## config.mk

```make
export PLATFORM = sky130hd
export DESIGN_NAME = uart_cmd_decoder
export DESIGN_NICKNAME = d
export VERILOG_FILES = /design/src/rtl/uart_cmd_decoder.sv
export SDC_FILE = /design/constraint.sdc
export NUM_CORES = 1
export LEC_CHECK = 0
export CORE_AREA = 2 2 77 79
export DETAILED_ROUTE_END_ITERATION = 8
export DIE_AREA = 0 0 79 81
export MAX_ROUTING_LAYER = met4
export PLACE_DENSITY_LB_ADDON = 0.1
export SETUP_SLACK_MARGIN = 0.5
export SLEW_MARGIN = 25
export SYNTH_ARGS = -nofsm -noshare
export SYNTH_HDL_FRONTEND = slang
export SYNTH_SLANG_ARGS = --single-unit
```

## constraint.sdc

```tcl
create_clock -name CLK -period 3.2 [get_ports CLK]
set_input_delay 0.32 -clock CLK [delete_from_list [all_inputs] [get_ports CLK]]
set_output_delay 0.32 -clock CLK [all_outputs]
set_load 0.01 [all_outputs]
```

## src/rtl/uart_cmd_decoder.sv

```systemverilog
// Command-frame decoder behind the UART receiver: assembles AA/BB/CC/DD frames
// into register-file and ALU strobes, with an inter-byte timeout to abort stale frames.
module uart_cmd_decoder #(
  parameter int DATA_WIDTH = 8,
  parameter int ADDR_WIDTH = 4,
  parameter int TIMEOUT    = 4096
) (
  input  logic                  CLK,
  input  logic                  RST,
  input  logic [DATA_WIDTH-1:0] RX_P_DATA,
  input  logic                  RX_D_VLD,
  output logic                  RF_WrEn,
  output logic                  RF_RdEn,
  output logic [ADDR_WIDTH-1:0] RF_Address,
  output logic [DATA_WIDTH-1:0] RF_WrData,
  output logic                  ALU_EN,
  output logic [3:0]            ALU_FUN,
  output logic                  CMD_ERR,
  output logic                  FRAME_ERR,
  output logic                  BUSY
);

  typedef enum logic [2:0] {
    IDLE, WR_ADDR, WR_DATA, RD_ADDR, ALU_A, ALU_B, ALU_F
  } state_t;

  localparam logic [DATA_WIDTH-1:0] CMD_WR  = DATA_WIDTH'(8'hAA);
  localparam logic [DATA_WIDTH-1:0] CMD_RD  = DATA_WIDTH'(8'hBB);
  localparam logic [DATA_WIDTH-1:0] CMD_ALU = DATA_WIDTH'(8'hCC);
  localparam logic [DATA_WIDTH-1:0] CMD_FUN = DATA_WIDTH'(8'hDD);
  // Expiry fires in the idle cycle that would push the count to TIMEOUT.
  localparam logic [15:0] CNT_LAST = 16'(TIMEOUT - 1);

  state_t                  state, state_n;
  logic [15:0]             cnt, cnt_n;
  logic                    wr_n, rd_n, alu_n, cmd_err_n, frame_err_n;
  logic [ADDR_WIDTH-1:0]   addr_n;
  logic [DATA_WIDTH-1:0]   wdata_n;
  logic [3:0]              fun_n;

  always_ff @(posedge CLK or negedge RST) begin
    if (!RST) begin
      state      <= IDLE;
      cnt        <= '0;
      RF_WrEn    <= 1'b0;
      RF_RdEn    <= 1'b0;
      ALU_EN     <= 1'b0;
      CMD_ERR    <= 1'b0;
      FRAME_ERR  <= 1'b0;
      RF_Address <= '0;
      RF_WrData  <= '0;
      ALU_FUN    <= '0;
      BUSY       <= 1'b0;
    end else begin
      state      <= state_n;
      cnt        <= cnt_n;
      RF_WrEn    <= wr_n;
      RF_RdEn    <= rd_n;
      ALU_EN     <= alu_n;
      CMD_ERR    <= cmd_err_n;
      FRAME_ERR  <= frame_err_n;
      RF_Address <= addr_n;
      RF_WrData  <= wdata_n;
      ALU_FUN    <= fun_n;
      BUSY       <= (state_n != IDLE);
    end
  end

  always_comb begin
    state_n     = state;
    cnt_n       = '0;
    wr_n        = 1'b0;
    rd_n        = 1'b0;
    alu_n       = 1'b0;
    cmd_err_n   = 1'b0;
    frame_err_n = 1'b0;
    addr_n      = RF_Address;
    wdata_n     = RF_WrData;
    fun_n       = ALU_FUN;

    if (RX_D_VLD) begin
      unique case (state)
        IDLE: begin
          if      (RX_P_DATA == CMD_WR)  state_n = WR_ADDR;
          else if (RX_P_DATA == CMD_RD)  state_n = RD_ADDR;
          else if (RX_P_DATA == CMD_ALU) state_n = ALU_A;
          else if (RX_P_DATA == CMD_FUN) state_n = ALU_F;
          else                           cmd_err_n = 1'b1;
        end
        WR_ADDR: begin
          addr_n  = RX_P_DATA[ADDR_WIDTH-1:0];
          state_n = WR_DATA;
        end
        WR_DATA: begin
          wdata_n = RX_P_DATA;
          wr_n    = 1'b1;
          state_n = IDLE;
        end
        RD_ADDR: begin
          addr_n  = RX_P_DATA[ADDR_WIDTH-1:0];
          rd_n    = 1'b1;
          state_n = IDLE;
        end
        ALU_A: begin
          addr_n  = ADDR_WIDTH'(0);
          wdata_n = RX_P_DATA;
          wr_n    = 1'b1;
          state_n = ALU_B;
        end
        ALU_B: begin
          addr_n  = ADDR_WIDTH'(1);
          wdata_n = RX_P_DATA;
          wr_n    = 1'b1;
          state_n = ALU_F;
        end
        ALU_F: begin
          fun_n   = RX_P_DATA[3:0];
          alu_n   = 1'b1;
          state_n = IDLE;
        end
        default: state_n = IDLE;
      endcase
    end else if (state != IDLE) begin
      if (cnt == CNT_LAST) begin
        frame_err_n = 1'b1;
        state_n     = IDLE;
      end else begin
        cnt_n = cnt + 16'd1;
      end
    end
  end

endmodule

```

==> key figures, run 1 <==
Power
  • LEAKAGE: around 0.001 uW
  • Peak VDD IR: 398.3 uV
  • Total power divided by cell area: 764.5 nW/um2

Timing
  • Post-layout minimum cycle time: 2007 ps
  • Slew Limit Fails: 0
  • Unrepaired setup endpoints after global routing: no
  • Slew margin rel.: between 50 and 60%
  • Total negative slack: 0 ps
  • Hold slack: -10.27 ps
  • Least-Margin Pin Slew: around 660 ps
  • Final Cycle Share: 62.73%
  • Fmax: 0.4982 GHz
  • Final Setup Violations: 0
  • Hold Fails Final Rpt: 5
  • Clk_skew: about 7.5 ps

Clocking
  • Cts repair resizes: 0
  • Clk sink count: 41
  • Setup Buffers After CTS: 0
  • Clock Latency Late Sink: 290 ps
  • Clock Path Buffers: 2
  • Num CTS Buffers: 5
  • CTS H-tree depth: 2
  • Clock tree root buffer cell: clkbuf_8
  • Hold buffers post-CTS: 0
  • CTS tree: done
  • Clk pin slew, worst setup/hold paths: ~80 ps

Critical path
  • FF-to-FF setup slack: 1190 ps
  • Critical path depth in cells: 5
  • Critical Path, Cell by Cell: ha_1 -> and3_1 -> nand4_1 -> nand2_1 -> o211ai_1
  • CP startpoint kind: flip-flop
  • Kind of critical path: flip-flop to flip-flop
  • Crit-path slowest cell: nand2_1
  • CP max FO: 15
  • Top delay family on crit path: simple AND/OR/NAND/NOR gates
  • Crit. End Element: flip-flop
  • Critical Path RT: 3340 ps
  • Worst path bufs/invs: 0
  • CP arrival: 2150 ps
  • Reg2Reg Depth: 5
  • Slowest cell delay on critical path: around 500 ps

Synthesis
  • Synth Net Count: 195
  • #FFs+latches synth: 41
  • Post-synth ARST share: 100.0%
  • EDFF count, synth: 0
  • Mapped Cells: between 150 and 200
  • Count of different cell masters after synthesis: 39
  • Most area-consuming cells after synthesis: dfrtp_1 54%, nand2_1 5.7%, mux2_2 5.3%
  • Mapped Area: 1901 um2
  • Post-synth top area cell: dfrtp_1
  • Synth warnings: 0
  • Synth Flop Type: dfrtp_1
  • Seq/Total Area, Yosys: 53.98%
  • Post-Syn Area per Cell: 10.39 um2
  • Synth top area share: 53.98%

Cells and area
  • Design area: 2374 um2
  • Reg area: 1026 um2
  • Share of layout cells above drive strength 1: 10.75%
  • Multi-input gate area: 817.0 um2
  • Fill cell count: 570
  • Area delta synth->final: 24.88%
  • Post-layout nets: 226
  • # diodes: 0

Floorplan
  • Initial Utilization: 33.49%
  • Die area: between 6000 and 7000 um2
  • Die Y: roughly 81 um
  • CORE AREA: 5675 um2
  • Ports: 33
  • Die W: between 70 and 80 um
  • Core Rows: 28

Placed design
  • Placed cell area: 2267 um2
  • RePlAce Congestion: 0.7689
  • Count of port buffers added during placement: 32
  • DPL Wire Length: 3019 um

Global routing
  • Grt total ovfl: 0
  • Vias in the first global route: about 1500
  • First-pass GRT wire length: 7134 um
  • GRT Resource Usage Total: 14.72%
  • Antenna violations before repair: 0
  • Largest net degree at the start of global routing: 42

Routing
  • Iteration-0 DRC Markers: 74
  • DRC violations left: 0
  • Final wirelength: 4176 um
  • Routed vias: 1411
  • DR pass1 iterations: 4
  • Detail Route Antenna Nets: 0
  • Via-per-instance ratio: 4.882
  • Per-cell routed wire length: 14.45 um

Status
  • Failing checks: negative hold slack
  • Status: complete, but fails checks

Hold path
  • Tightest Hold Check Type: input port to async pin

Flow run
  • Max Cap Viol: 0
-- logic make-up after synthesis --
logic type / after synthesis / synth area share [%]
compound gates: 23 / 7.439
xor+xnor: 12 / 5.530
simple gates: 83 / 22.98
flops: 41 / 53.98
buf+inv: 12 / 3.028
fa+ha+maj: 1 / 0.6582
mux: 11 / 6.386
-- routing by layer --
layer / track usage (%) / vias up / share of wire [%]
li1: - / 689 / -
met1: 17.57 / 685 / 45
met2: 24.83 / 28 / 50
met3: 2.556 / 9 / 3.1
met4: 6.034 / 0 / 1.7
met5: - / - / 0
-- cells in the mapped netlist, types with 2 or more instances --
cell and instances:
nand4_1 6, nor2_1 17, mux2_2 9, and2_1 2, mux2i_1 2, a21oi_1 4, nor3_1 6, a31oi_1 4
nor2b_1 4, o211ai_1 2, and3_1 3, nand3_1 4, dfrtp_1 41, clkbuf_1 5, xor2_1 11, nand4bb_1 2
nand2_1 29, o21ai_0 8, inv_1 4
-- area by class of cell --
cell class	count	share of cell area, %
clock inverter	2	1.476
sequential	41	43.23
clock buffer	5	2.899
tap	75	3.954
timing repair buffer	32	13.39
inverter	4	0.6326
multi-input combinational	130	34.42
-- power by group --
part	total, uW	internal (uW)	switching [uW]
logic	625	347	278
clock network	399	227	173
registers	790	661	129
total	1810	1230	580
-- sequential cells by signal (all words and copies together) (netlist names) --
register and flops:
RF_RdEn 1, cnt 16, ALU_FUN 4, RF_Address 4, CMD_ERR 1, BUSY 1
RF_WrData 8, RF_WrEn 1, FRAME_ERR 1, state 3, ALU_EN 1
-- cell usage in the layout, fill, tap and decap left out, drive strengths merged, types with 6 or more instances in the layout --
master         netlist  final
nand4                6      6
dfrtp               41     41
nand2               31     31
clkdlybuf4s50        0     31
o21ai                8      8
nor3                 6      6
mux2                 9      9
xor2                11     11
nor2                17     17
-- path summary, 6_finish.rpt --
path | start | to
setup / recovery | cnt[0] | BUSY
hold / removal | RST | cnt[8]
setup reg to reg | cnt[0] | BUSY
hold reg to reg | cnt[0] | cnt[0]
max in group asynchronous | RST | RF_Address[2]
min in group CLK | cnt[0] | cnt[0]
-- per-stage QoR --
step / power, uW / setup slack, ps / hold slack (ps) / util, % / cells
after global placement: 1415 / 1106 / 437.7 / 39.95 / 282
after detailed placement: 1431 / 1031 / 446.2 / 39.95 / 282
final: 1815 / 1193 / -10.27 / 41.82 / 289
after CTS: 1839 / 1140 / 188.2 / 41.78 / 289
after global routing: 1935 / 901.0 / 49.16 / 41.82 / 289
after floorplan: 1100 / 1666 / 24.41 / - / 183
-- worst reg2reg max path, stage by stage, from the launching register on --
cell and delay, ps:
dfrtp_1 360, ha_1 380, and3_1 210, nand4_1 250, nand2_1 500, o211ai_1 150
No activity file was read; power rests on OpenSTA's default activity.
==> run 2: changes to the inputs <==
clock period = 1.8 ns   (was 3.2 ns; I/O delays follow)
==> key figures, run 2 (synthesis gave the netlist of run 1 again) <==
Floorplan
  • Core Rows: 28 (unchanged)
  • Die W: 79 um (unchanged)
  • Ports: 33 (unchanged)
  • CORE AREA: 5675 um2 (unchanged)
  • Initial Utilization: 33.49% (unchanged)
  • Die area: 6399 um2 (unchanged)
  • Die Y: 81 um (unchanged)

Global routing
  • Grt total ovfl: 0 (unchanged)
  • Largest net degree at the start of global routing: 42 (unchanged)
  • Antenna violations before repair: 0 (unchanged)
  • Vias in the first global route: 1770 (+19%)
  • First-pass GRT wire length: 8066 um (+13%)
  • GRT Resource Usage Total: 16.87% (+2.2 points)

Flow run
  • Max Cap Viol: 0 (unchanged)

Timing
  • Least-Margin Pin Slew: 522.5 ps (-136.8 ps)
  • Slew Limit Fails: 0 (unchanged)
  • Hold Fails Final Rpt: 0 (-5)
  • Unrepaired setup endpoints after global routing: yes
  • Final worst slack: 343.9 ps (-848.9 ps)
  • Clk_skew: 6.139 ps (-1.353 ps)
  • Final Cycle Share: 80.89% (+18 points)
  • Final Setup Violations: 0 (unchanged)
  • Post-layout minimum cycle time: 1456 ps (-551.1 ps)
  • Slew margin rel.: 65.17% (+9.3 points)
  • Fmax: 0.6868 GHz (+38%)
  • Total negative slack: 0 ps (unchanged)

Cells and area
  • Top flop regs: cnt (16), RF_WrData (8)
  • Post-layout nets: 272 (+20%)
  • Share of layout cells above drive strength 1: 33.33% (+23 points)
  • Most frequent cells in the layout: 40 x buf_4, 37 x dfrtp_1, 26 x dlygate4sd2_1, 23 x nand2_1, 16 x nor2_1
  • Non-filler cells in the finished layout: 336 (+16%)
  • Reg with most FFs: cnt
  • Design area: 2833 um2 (+19%)
  • # diodes: 0 (unchanged)
  • Fill cell count: 557 (-2.3%)
  • Most common cell after layout, fill and taps aside: buf_4
  • Max reg flops: 16 (unchanged)
  • Area delta synth->final: 49.05%

Placed design
  • RePlAce Congestion: 0.7985 (+3.8%)
  • DPL Wire Length: 3269 um (+8.3%)
  • Placed cell area: 2480 um2 (+9.4%)
  • Count of port buffers added during placement: 32 (unchanged)
  • Worst slack at placement: 27.68 ps (-1003 ps)
  • Placed cell count: 300 (+6.4%)

Critical path
  • Slowest cell delay on critical path: 470 ps (-30 ps)
  • CP startpoint kind: flip-flop
  • Critical Path, Cell by Cell: and4_4 -> buf_6 -> nand2_4 -> or4b_4 -> a21oi_2
  • Critical Path RT: 2020 ps (-1320 ps)
  • CP arrival: 1680 ps (-470 ps)
  • Crit-path slowest cell: or4b_4
  • Kind of critical path: flip-flop to flip-flop
  • Crit. End Element: flip-flop
  • CP max FO: 4 (-11)

Routing
  • Via-per-instance ratio: 4.878 (about the same)
  • Iteration-0 DRC Markers: 54 (-27%)
  • Detail Route Antenna Nets: 0 (unchanged)
  • Final wirelength: 4854 um (+16%)
  • DRC violations left: 0 (unchanged)
  • Per-cell routed wire length: 14.45 um (about the same)
  • Routed vias: 1639 (+16%)
  • DR pass1 iterations: 4 (unchanged)

Hold path
  • Tightest Hold Check Type: input port to flip-flop

Clocking
  • CTS H-tree depth: 2 (unchanged)
  • CTS tree: done
  • Clock Latency Late Sink: 290 ps (about the same)
  • Num CTS Buffers: 5 (unchanged)
  • Clock tree root buffer cell: clkbuf_8
  • Clk sink count: 41 (unchanged)
  • Clk pin slew, worst setup/hold paths: 80 ps (about the same)
  • Clock Path Buffers: 2 (unchanged)

Power
  • LEAKAGE: 0.001371 uW (+34%)
  • Peak VDD IR: 569.5 uV (+43%)
  • Total power divided by cell area: 1246 nW/um2 (+63%)

Status
  • Status: completed
## run 2: cell types whose count changed in the layout (fill, tap and decap cells not counted), moves of 4 or more
| cell | before | now |
|---|---|---|
| nand2_2 | 1 | 6 |
| clkdlybuf4s50_1 | 31 | 5 |
| buf_4 | 1 | 40 |
| mux2_2 | 9 | 0 |
| dlygate4sd2_1 | 0 | 26 |
| nand2_1 | 29 | 23 |
| dfrtp_1 | 41 | 37 |
| mux2_4 | 0 | 9 |
| dfrtp_2 | 0 | 4 |
## run 2: stage by stage
step	utilization [%]	total power, uW	hold WS, ps
detailed placement	43.69	2793	281.0
global route	49.91	3765	327.7
finish	49.91	3531	323.8
global placement	43.69	2760	273.1
CTS	49.07	3495	313.5
floorplan	-	2106	-115.6
## run 2: report_power, final
part	internal [uW]	switching (uW)	total, uW
sequential	1180	185	1370
combinational	797	699	1500
clock	347	321	668
total	2330	1210	3530
## run 2: path summary, 6_finish.rpt
| path | from | endpoint | slack [ps] | cells after the start |
|---|---|---|---|---|
| worst max register to register | cnt[5] | cnt[14] | 340 | 5 |
| worst min register to register | ALU_FUN[3] | ALU_FUN[3] | 480 | 2 |
| max in group asynchronous | RST | cnt[12] | 930 | 3 |
| worst min-delay path | RX_P_DATA[5] | RF_WrData[5] | 320 | 2 |
| worst max-delay path | cnt[5] | cnt[14] | 340 | 5 |
| min in group asynchronous | RST | cnt[7] | 480 | 3 |
## run 2: repair_timing
action | CTS | global route
gates cloned | 1 | 0
hold endpoints to repair | 41 | 0
endpoints found under the setup margin | 55 | 32
pin swaps | 14 | 9
setup buffers | 21 | 5
gates resized for setup | 44 | 3
hold buffers | 1 | 0
## run 2: final cells by class
cell class / instances / area [um2] / area share, %
clock buffer: 7 / 96.34 / 3.401
clock inverter: 1 / 5.005 / 0.1767
inverter: 4 / 15.01 / 0.5300
multi-input combinational: 131 / 935.9 / 33.04
sequential: 41 / 1031 / 36.40
tap: 75 / 93.84 / 3.313
timing repair buffer: 77 / 655.6 / 23.14
## run 2: worst max-delay path: cells and delay by family (launching register included)
family,cells,cell delay (ps)
and+or+nand+nor,3,770
DFF,1,370
buffers and inverters,1,120
AOI/OAI and AO/OA,1,120
## run 2: metal layers
| metal | wire (um) | track usage [%] |
|---|---|---|
| met5 | 0 | - |
| met4 | 76 | 6.379 |
| met3 | 135 | 3.667 |
| met2 | 2624 | 30.93 |
| met1 | 2017 | 17.83 |
==> run 3: changes to the inputs <==
clock period = 1.25 ns   (was 1.8 ns; I/O delays follow)
==> key figures, run 3 (synthesis gave the netlist of run 1 again) <==
Floorplan
  • Core Rows: 28 (unchanged)
  • Die Y: 81 um (unchanged)
  • Initial Utilization: 33.49% (unchanged)
  • CORE AREA: 5675 um2 (unchanged)
  • Ports: 33 (unchanged)
  • Die area: 6399 um2 (unchanged)
  • Die W: 79 um (unchanged)

Flow run
  • Max Cap Viol: 0 (unchanged)

Clocking
  • CTS tree: done
  • CTS H-tree depth: 2 (unchanged)
  • Clk sink count: 41 (unchanged)
  • Clock Latency Late Sink: 300 ps (about the same)
  • Clock tree root buffer cell: clkbuf_8
  • Clock Path Buffers: 2 (unchanged)
  • Num CTS Buffers: 5 (unchanged)
  • Clk pin slew, worst setup/hold paths: 90 ps (about the same)

Timing
  • Fmax: 0.6847 GHz (-0.29%)
  • Clk_skew: 8.396 ps (+2.257 ps)
  • Final Setup Violations: 30 (+30)
  • Hold Fails Final Rpt: 0 (unchanged)
  • Post-layout minimum cycle time: 1460 ps (+4.299 ps)
  • Slew Limit Fails: 0 (unchanged)
  • Slew margin rel.: 79.26% (+14 points)
  • Hold slack: 222.1 ps (-101.7 ps)
  • Final worst slack: -210.4 ps (-554.3 ps)
  • Least-Margin Pin Slew: 308.7 ps (-213.8 ps)
  • Final Cycle Share: 116.8% (+36 points)
  • Unrepaired setup endpoints after global routing: yes

Critical path
  • Critical Path RT: 1440 ps (-580 ps)
  • Crit path from: cnt[13]
  • Kind of critical path: flip-flop to flip-flop
  • Critical Path Sink: cnt[8]
  • RR Startpoint: cnt[13]
  • CP startpoint kind: flip-flop
  • FF-to-FF End: cnt[8]
  • FF-to-FF setup slack: -210 ps (-550 ps)
  • Crit. End Element: flip-flop
  • Reg2Reg Depth: 6 (+1)
  • CP arrival: 1650 ps (-30 ps)
  • CP max FO: 7 (+3)

Cells and area
  • Fill cell count: 515 (-7.5%)
  • Most frequent cells in the layout: 59 x buf_4, 39 x dfrtp_1, 23 x buf_2, 16 x buf_6, 15 x nand2_1
  • Most common cell after layout, fill and taps aside: buf_4
  • Area delta synth->final: 71.63%
  • Reg with most FFs: cnt
  • Share of layout cells above drive strength 1: 56.57% (+23 points)
  • # diodes: 0 (unchanged)
  • Non-filler cells in the finished layout: 372 (+11%)
  • Top flop regs: cnt (16), RF_WrData (8)
  • Max reg flops: 16 (unchanged)
  • Post-layout nets: 308 (+13%)

Global routing
  • Antenna violations before repair: 0 (unchanged)
  • Grt total ovfl: 0 (unchanged)
  • Vias in the first global route: 1865 (+5.4%)
  • First-pass GRT wire length: 8528 um (+5.7%)
  • GRT Resource Usage Total: 17.67% (+0.80 points)
  • Largest net degree at the start of global routing: 42 (unchanged)

Power
  • Clock share of power: 19.4% (+0.5 points)
  • Combinational power share: 46.9% (+4.5 points)
  • Total power divided by cell area: 1794 nW/um2 (+44%)
  • LEAKAGE: 0.001561 uW (+14%)
  • Psw: 1987 uW (+65%)
  • Int Pwr: 3866 uW (+66%)
  • Sw Share: 33.95% (-0.19 points)
  • Flop pwr share: 33.6% (-5.1 points)
  • Peak VDD IR: 977.7 uV (+72%)

Routing
  • DR pass1 iterations: 2 (-2)
  • Routed vias: 1768 (+7.9%)
  • Detail Route Antenna Nets: 0 (unchanged)
  • DRC violations left: 0 (unchanged)
  • Per-cell routed wire length: 14.15 um (-2.1%)
  • Via-per-instance ratio: 4.753 (-2.6%)
  • Final wirelength: 5262 um (+8.4%)
  • Iteration-0 DRC Markers: 50 (-7.4%)

Status
  • Failing checks: negative setup slack
  • Status: complete, but fails checks

Hold path
  • Tightest Hold Check Type: input port to flip-flop

Placed design
  • RePlAce Congestion: 0.8870 (+11%)
  • Placed cell count: 331 (+10%)
  • DPL Wire Length: 3478 um (+6.4%)
  • Count of port buffers added during placement: 32 (unchanged)
==> run 3: metal layers <==
metal | vias to the layer above | part of all wire, % | track usage [%]
li1 | 859 | - | -
met1 | 873 | 41 | 19.71
met2 | 28 | 55 | 31.53
met3 | 8 | 2.6 | 3.111
met4 | 0 | 1.4 | 7.069
met5 | - | 0 | -
==> run 3: critical path, cell delays in order (launching register included) <==
cell,delay [ps]
dfrtp_1,390
nor4_2,320
nand4_1,170
buf_4,180
nand2_4,90
buf_12,150
nor2_2,50
==> run 3: layout make-up <==
| class | count | area, um2 | share of cell area [%] |
|---|---|---|---|
| multi-input cells | 131 | 1065 | 32.64 |
| flip-flops and latches | 41 | 1028 | 31.53 |
| repair buffers | 113 | 927.1 | 28.42 |
| well taps | 75 | 93.84 | 2.877 |
| clock buffers | 6 | 82.58 | 2.532 |
| clock inverters | 2 | 37.54 | 1.151 |
| inverters | 4 | 27.53 | 0.8439 |
==> run 3: power by group through the flow <==
stage,sequential [uW],clock [uW],combinational (uW)
5_1_grt,2020,1220,2960
4_1_cts,1950,1170,2260
3_3_place_gp,1960,0,2250
3_5_place_dp,1980,0,2260
6_report,1970,1140,2750
2_1_floorplan,2070,0,1100
==> run 3: how the worst min path moves through the flow <==
stage / end / startpoint / depth (start not counted)
global placement: cnt[9] / RST / 2
finish: RF_WrData[5] / RX_P_DATA[5] / 2
floorplan: ALU_EN / RST / 0
CTS: RF_WrData[5] / RX_P_DATA[5] / 2
detailed placement: cnt[7] / RST / 2
global route: RF_WrData[5] / RX_P_DATA[5] / 2
==> run 3: per-stage QoR <==
| stage | setup slack (ps) | TNS, ps | instance area [um2] | utilization (%) | power, uW |
|---|---|---|---|---|---|
| after floorplan | -168.1 | -2935 | 2026 | - | 3175 |
| after global placement | -438.9 | -5958 | 2750 | 48.46 | 4210 |
| after detailed placement | -467.7 | -7117 | 2750 | 48.46 | 4239 |
| after CTS | -263.9 | -4274 | 2950 | 51.98 | 5381 |
| after global routing | -267.8 | -6080 | 3262 | 57.47 | 6204 |
| final | -210.4 | -4594 | 3262 | 57.47 | 5852 |
==> run 3: what timing repair did <==
item                                   4_1_cts  5_1_grt
resized for setup                          117       41
buffers inserted                            13       17
cloned                                       0        2
setup endpoints to repair                   63       63
endpoints found under the hold margin       41        0
pin swaps                                   18       18
hold buffers                                 1        0
